File: src/rtl/beep_the_east_is_red.sv
// Passive-buzzer player for "The East Is Red": a 20-step note/duration table drives a square wave.
// Define BEEP_LOOP_EN to repeat the melody forever; otherwise playback stops after step 19.
module beep_the_east_is_red #(
  parameter int unsigned time_1s    = 49_999_999,
  parameter int unsigned time_500ms = 24_999_999,
  parameter int unsigned DO         = 190_839,
  parameter int unsigned RE         = 170_068,
  parameter int unsigned MI         = 151_515,
  parameter int unsigned FA         = 143_266,
  parameter int unsigned SO         = 127_551,
  parameter int unsigned LA         = 113_636,
  parameter int unsigned XI         = 101_214,
  parameter int unsigned DOO        = 95_420
) (
  input  logic clk,
  input  logic rst_n,
  input  logic enable,
  output logic beep
);

  localparam logic [4:0] LastStep = 5'd19;

  logic [4:0]  step_q, step_d;
  logic [31:0] dur_q, dur_d;
  logic [31:0] note_q, note_d;
  logic        done_q, done_d;
  logic        beep_q, beep_d;

  logic [31:0] period;
  logic [31:0] half;
  logic [31:0] limit;
  logic        is_long;
  logic        note_wrap;
  logic [31:0] xi_unused;

  // XI is part of the note set but never appears in this melody.
  assign xi_unused = XI;

  always_comb begin
    period  = SO;
    is_long = 1'b1;
    unique case (step_q)
      5'd0:    begin period = SO;  is_long = 1'b1; end
      5'd1:    begin period = SO;  is_long = 1'b0; end
      5'd2:    begin period = LA;  is_long = 1'b0; end
      5'd3:    begin period = RE;  is_long = 1'b1; end
      5'd4:    begin period = DO;  is_long = 1'b1; end
      5'd5:    begin period = DO;  is_long = 1'b0; end
      5'd6:    begin period = LA;  is_long = 1'b0; end
      5'd7:    begin period = RE;  is_long = 1'b1; end
      5'd8:    begin period = SO;  is_long = 1'b1; end
      5'd9:    begin period = SO;  is_long = 1'b0; end
      5'd10:   begin period = LA;  is_long = 1'b0; end
      5'd11:   begin period = DOO; is_long = 1'b0; end
      5'd12:   begin period = LA;  is_long = 1'b0; end
      5'd13:   begin period = SO;  is_long = 1'b0; end
      5'd14:   begin period = DO;  is_long = 1'b1; end
      5'd15:   begin period = RE;  is_long = 1'b1; end
      5'd16:   begin period = SO;  is_long = 1'b0; end
      5'd17:   begin period = FA;  is_long = 1'b0; end
      5'd18:   begin period = MI;  is_long = 1'b0; end
      5'd19:   begin period = RE;  is_long = 1'b1; end
      default: begin period = SO;  is_long = 1'b1; end
    endcase
  end

  assign half      = period >> 1;
  assign limit     = is_long ? time_1s : time_500ms;
  // Periods of 0 or 1 pin the counter at 0; half is 0 so beep stays low.
  assign note_wrap = (period <= 32'd1) || (note_q >= period - 32'd1);

  always_comb begin
    step_d = step_q;
    dur_d  = dur_q;
    note_d = note_q;
    done_d = done_q;
    beep_d = 1'b0;
    if (!enable) begin
      step_d = '0;
      dur_d  = '0;
      note_d = '0;
      done_d = 1'b0;
    end else if (!done_q) begin
      beep_d = (note_q < half);
      if (dur_q >= limit) begin
        dur_d  = '0;
        note_d = '0;
        if (step_q == LastStep) begin
          step_d = '0;
`ifdef BEEP_LOOP_EN
          done_d = 1'b0;
`else
          done_d = 1'b1;
`endif
        end else begin
          step_d = step_q + 5'd1;
        end
      end else begin
        dur_d  = dur_q + 32'd1;
        note_d = note_wrap ? 32'd0 : note_q + 32'd1;
      end
    end
  end

  always_ff @(posedge clk or negedge rst_n) begin
    if (!rst_n) begin
      step_q <= '0;
      dur_q  <= '0;
      note_q <= '0;
      done_q <= 1'b0;
      beep_q <= 1'b0;
    end else begin
      step_q <= step_d;
      dur_q  <= dur_d;
      note_q <= note_d;
      done_q <= done_d;
      beep_q <= beep_d;
    end
  end

  assign beep = beep_q;

endmodule

File: config.mk
export PLATFORM = sky130hd
export DESIGN_NAME = beep_the_east_is_red
export DESIGN_NICKNAME = d
export VERILOG_FILES = /design/src/rtl/beep_the_east_is_red.sv
export SDC_FILE = /design/constraint.sdc
export NUM_CORES = 1
export LEC_CHECK = 0
export CAP_MARGIN = 20
export CORE_MARGIN = 2
export CORE_UTILIZATION = 40
export DETAILED_ROUTE_END_ITERATION = 10
export GPL_ROUTABILITY_DRIVEN = 0
export SLEW_MARGIN = 30
export SYNTH_ARGS = -nofsm -noshare
export SYNTH_HDL_FRONTEND = slang
export SYNTH_SLANG_ARGS = --single-unit
File: constraint.sdc
create_clock -name clk -period 3.6 [get_ports clk]
set_input_delay 0.72 -clock clk [delete_from_list [all_inputs] [get_ports clk]]
set_output_delay 0.72 -clock clk [all_outputs]
set_load 0.03 [all_outputs]
# ---- Yosys cells after proc, flatten, opt, wreduce, memory -nomap -nowiden
# Memory sizes are Yosys's and may differ from the RTL's.
# Index checks and enable logic that the tools add are counted.
dict set report totals {
  regBits 71
  mem_bits_ro 608
  input_bits 3
  mem_count 1
}
dict set report op_classes {
  n_addsub 4
  magnitude_cmp 4
  eq_ne 3
  mux 18
  reduce_logical 2
}
# memory depth width rd rd_clocked_by_memory_dff write_ports line
set mem_list {}
lappend mem_list {{(no name shown)} 32 19 1 0 0 42} ;# unique case (step_q)
# operator n
set ops {}
lappend ops {{$mux W32} 7}
lappend ops {{$add A32 B1 Y32 const B} 2}
lappend ops {{$ge A32 B26 Y1} 1}
lappend ops {{$ge A32 B32 Y1} 1}
lappend ops {{$le A32 B1 Y1 const B} 1}
lappend ops {{$lt A32 B31 Y1} 1}
lappend ops {{$sub A32 B1 Y32 const B} 1}
lappend ops {{$mux W26} 1}
lappend ops {{$mux W5} 4}
lappend ops {{$mux W1} 6}
lappend ops {{$add A5 B1 Y5 const B} 1}
lappend ops {{$eq A5 B5 Y1 const B} 1}
lappend ops {{$ne A2 B1 Y1 const B} 1}
lappend ops {{$ne A2 B2 Y1 const B} 1}
lappend ops {{$reduce_and A2 Y1} 1}
lappend ops {{$logic_or A1 B1 Y1} 1}

# ---- Logic depth before layout (Yosys ltp)
# An unclocked memory read counts as a cell.
dict set report logic_depth {
  ltp_word 8
  mapped_depth 18
  mapped_depth_nobuf 16
}

# ---- Worst setup path before layout
# No wires, ideal clock.
dict set report synth_timing {
  path_type {reg-to-reg}
  start {register step_q[1]}
  end {register note_q[24]}
  arrival_time_ns 3.768
  required_time_ns 3.535
  setup_slack_ns -0.232
  path_stages_with_launch 17
  period_less_slack_ns 3.832
  cell_sequence {dfrtp_1 clkbuf_1 inv_1 ha_1 and3b_1 a21oi_1 o21ai_0 ha_1 xor2_1 ha_1 a2111oi_0 nor3_1 o41ai_2 o2111ai_4 buf_6 o211ai_2 o21a_1}
}
dict set report synth_between {
  elab_chain_len 8
  word_cells_on_any_way 11
  classes_between {add/sub (1); order compare (3); mux (5); reduce/logical (1); memory (1)}
}
# element line
set synth_lines {}
lappend synth_lines {{start, declared} 23} ;# logic [4:0] step_q, step_d;
lappend synth_lines {{start signal, assigned} 113} ;# step_q <= step_d;
lappend synth_lines {{$mem_v2 Z32 W19 (*)} --}
lappend synth_lines {{$sub A32 B1 Y32} 70} ;# assign note_wrap = (period <= 32'd1) || (note_q >= period - 32'd1);
lappend synth_lines {{$ge A32 B32 Y1} 70}
lappend synth_lines {{$logic_or A1 B1 Y1} 70}
lappend synth_lines {{$mux W32} 100} ;# note_d = note_wrap ? 32'd0 : note_q + 32'd1;
lappend synth_lines {{$mux W32 (*)} 85} ;# if (dur_q >= limit) begin
lappend synth_lines {{$mux W32 (*)} 83} ;# end else if (!done_q) begin
lappend synth_lines {{$mux W32 (*)} 78} ;# if (!enable) begin
lappend synth_lines {{end signal, assigned} 115} ;# note_q <= note_d;
lappend synth_lines {{end, declared} 25} ;# logic [31:0] note_q, note_d;
# Mark *: on every way between the ends. The rest lies on a longest branch, timed or not. The select of a mux whose other input is x is not followed.
# A chain may end at the register's enable or synchronous reset.

# ---- Worst setup path in the final report
dict set report layout_timing {
  start {register step_q[1]}
  end {register note_q[22]}
}
# The elaborated chain is that of the path after synthesis.

==> impl_metrics.tcl <==
set metrics [dict create \
    worstSkewPairLatency_ns 0.35 \
    initial_utilization_pct 41.3 \
    utilization_pct 50.2 \
    synthAdderAreaFrac_pct 15.2 \
    synth-simple-area-share_pct 25.7 \
    drtIter0Drc 319 \
    nets 794 \
    synth_xor_xnor_area_share_pct 3.95 \
    synth_top_family_by_area "simple AND/OR/NAND/NOR gates" \
    cts_tree "built" \
    period_share_pct 102 \
    grt_pass1_wl_um 25200 \
    synth_edf_count 0 \
    worstSetupPathType "reg -> reg" \
    tns_ns -0.370 \
    tightest_slew_ns 0.796 \
    layout.cells.non_filler 904 \
    finalSetupViolations 7 \
    h-tree-depth 3 \
    grt.total_usage_pct 20.8 \
    grt_setup_unrepaired "true" \
    fmax_mhz 272 \
    drive_gt1_share_pct 20.2 \
    ant_nets 0 \
    cts_buffers 9 \
    ios 4 \
    hold_violations 0 \
    finalPower_mw 2.22 \
    drc_errors 0 \
    clkSlewWorstSetupHoldPaths_ns 0.06 \
    violations "setup timing" \
    first_pass_iters 6 \
    cp_max_fo 9 \
    muxShareOfSynthArea_pct 0.694 \
    crit_required_ns 3.89 \
    avgSynthCellArea_um2 8.68 \
    antenna_found_initial 0 \
    hold_buffers 0 \
    synth_compound_area_share_pct 20.1 \
    routedWlPerCell_um 16.4 \
    grt-ovfl-total 0 \
    grt_start_max_net_pins 72 \
    place_inst 885 \
    viasPerCell 5.75 \
    synth.ff_latch_count 71 \
    cp.arrival_ns 3.97 \
    die_w_um 124 \
    grt_pass1_vias 5259 \
    vias 5195 \
    cap_violations 0 \
    slew_headroom_pct 46.7 \
    synth-seq-area-share_pct 30.8 \
    numPortBuffers 3 \
    wirelength_um 14800 \
    clock-sinks 71 \
    fin_skew_ns 0.00765 \
    powerDensity_nw_per_um2 316 \
    core_um2 14000 \
    antenna_cells 0 \
    ys.flop_type "dfrtp_1" \
    clock_path_buffers 2 \
    ir_drop_v 0.000273 \
    start_kind "flip-flop" \
    synthCells 665 \
    status "finished, violations left" \
    period_needed_ns 3.68 \
    std_cell_rows 43 \
    synthToLayoutAreaGrowth_pct 21.7 \
    p_leak_nw 3.46 \
    die_area_um2 15400 \
    ys_types 64 \
    syn_area_um2 5770 \
    crit_path_end_kind "flip-flop" \
    hold_class "in -> async" \
    place_area_um2 6350 \
    design_area_um2 7020 \
    dieHeight_um 124 \
    root_buffer "clkbuf_16" \
    async_reset_ff_share_pct 100 \
    dp_hpwl_um 10700 \
    synth_warnings 0 \
    slew_violations 0 \
    finalWorstSetupSlack_ns -0.0827 \
]
[final timing paths]
path | from | endpoint | slack, ns | cells after the start
min in group clk | dur_q[31] | dur_q[31] | 0.52 | 2
setup reg to reg | step_q[1] | note_q[22] | -0.08 | 17
setup / recovery | step_q[1] | note_q[22] | -0.08 | 17
hold reg to reg | dur_q[31] | dur_q[31] | 0.52 | 2
hold / removal | rst_n | note_q[26] | 0.38 | 1
max in group asynchronous | rst_n | step_q[3] | 2.75 | 1
[cells in the mapped netlist (all sizes together) (4+ instances only)]
cell type	n	share of area, %
nor2	66	4.3
a211oi	7	0.91
xor2	12	1.8
buf	7	1.1
o21a	8	1.0
nand4	18	2.0
inv	17	1.1
mux2i	4	0.69
and3	16	1.8
xnor2	14	2.1
nor3	17	1.5
o21ai	51	4.4
nand2b	5	0.54
and4	8	1.2
dfrtp	71	31
nor3b	22	3.0
or3	4	0.43
a31oi	4	0.43
nand2	50	3.3
a21o	41	5.3
a21oi	28	2.4
nor2b	10	1.1
nor4	14	1.6
and2	12	1.3
clkbuf	19	1.3
nand3	23	2.0
ha	70	15
[stage by stage]
| stage | hold slack [ns] | setup WS (ns) |
|---|---|---|
| floorplan | 0.424 | 0.0137 |
| global placement | 0.480 | -0.0488 |
| detailed placement | 0.518 | -0.177 |
| CTS | 0.524 | -0.0910 |
| global route | 0.446 | -0.275 |
| finish | 0.379 | -0.0827 |
[cell families (layout without fill, tap and decap cells)]
kind of cell               count (synthesis)  after routing
buffers and inverters                     43             89
xor gates and xnor gates                  26             26
and+or+nand+nor                          277            277
DFF                                       71             71
muxes                                      4              4
adders and majority gates                 70             70
other                                      1             14
AOI/OAI and AO/OA                        173            173
[final cells by class]
cell class / instances / area (um2)
fillers: 1323 / 6960
multi-input cells: 564 / 4180
flip-flops and latches: 71 / 1780
repair buffers: 58 / 504
clock buffers: 10 / 229
well taps: 180 / 225
inverters: 17 / 63.8
clock inverters: 4 / 48.8
[report_power, final]
group | total [mW] | switching (mW) | internal, mW
Clock | 0.877 | 0.350 | 0.527
Combinational | 0.520 | 0.278 | 0.242
Sequential | 0.825 | 0.0156 | 0.809
[registers in the layout, indices dropped and copies added (netlist names)]
| signal | count |
|---|---|
| note_q | 32 |
| beep | 1 |
| step_q | 5 |
| dur_q | 32 |
| done_q | 1 |
[worst max-delay path: stages, from the launching register on]
cell and delay, ns:
dfrtp_1 0.40, inv_2 0.08, ha_4 0.20, and3b_2 0.26
nor2_2 0.04, o22ai_2 0.21, ha_4 0.25, ha_4 0.22
a2111oi_4 0.35, buf_4 0.17, nor3_2 0.04, o41ai_2 0.36
buf_4 0.19, o2111ai_4 0.20, buf_6 0.22, buf_12 0.13
o21ai_1 0.14, a21o_1 0.14
[repair_timing]
action	4_1_cts	5_1_grt
setup endpoints to repair	28	56
setup buffers	6	1
pin swaps	11	25
resized for setup	38	70
cloned	2	0
[cells in the final DEF, fill, tap and decap left out, types with 4 or more instances in the layout]
cell | Yosys | final
ha_1 | 70 | 64
o21ai_2 | 0 | 20
nand4_1 | 18 | 18
nand2_1 | 50 | 49
buf_6 | 5 | 7
a21o_1 | 41 | 41
dfrtp_1 | 71 | 71
inv_1 | 17 | 15
o21ai_0 | 49 | 21
a21oi_1 | 28 | 27
buf_4 | 0 | 46
or3_1 | 4 | 4
xnor2_1 | 14 | 14
o21a_1 | 8 | 8
nand3_1 | 23 | 23
nor2b_1 | 10 | 10
conb_1 | 1 | 14
a31oi_1 | 4 | 4
nor3b_2 | 2 | 17
nor3_1 | 17 | 16
nand2b_1 | 5 | 4
a211oi_1 | 7 | 5
mux2i_1 | 4 | 4
and3_1 | 15 | 15
nor2_1 | 66 | 63
and2_1 | 11 | 11
clkbuf_16 | 0 | 9
nor4_1 | 13 | 11
and4_1 | 7 | 7
o21ai_1 | 2 | 9
xor2_1 | 12 | 12
[layer usage]
metal  GRT usage [%]  vias up  part of all wire, %
met5               0        -                    0
met4            5.90        0                  1.7
met3            3.89       24                  3.0
met2            36.7       79                   50
met1            25.9     2536                   46
li1                -     2556                    -
Power figures use the tool's default switching activity.
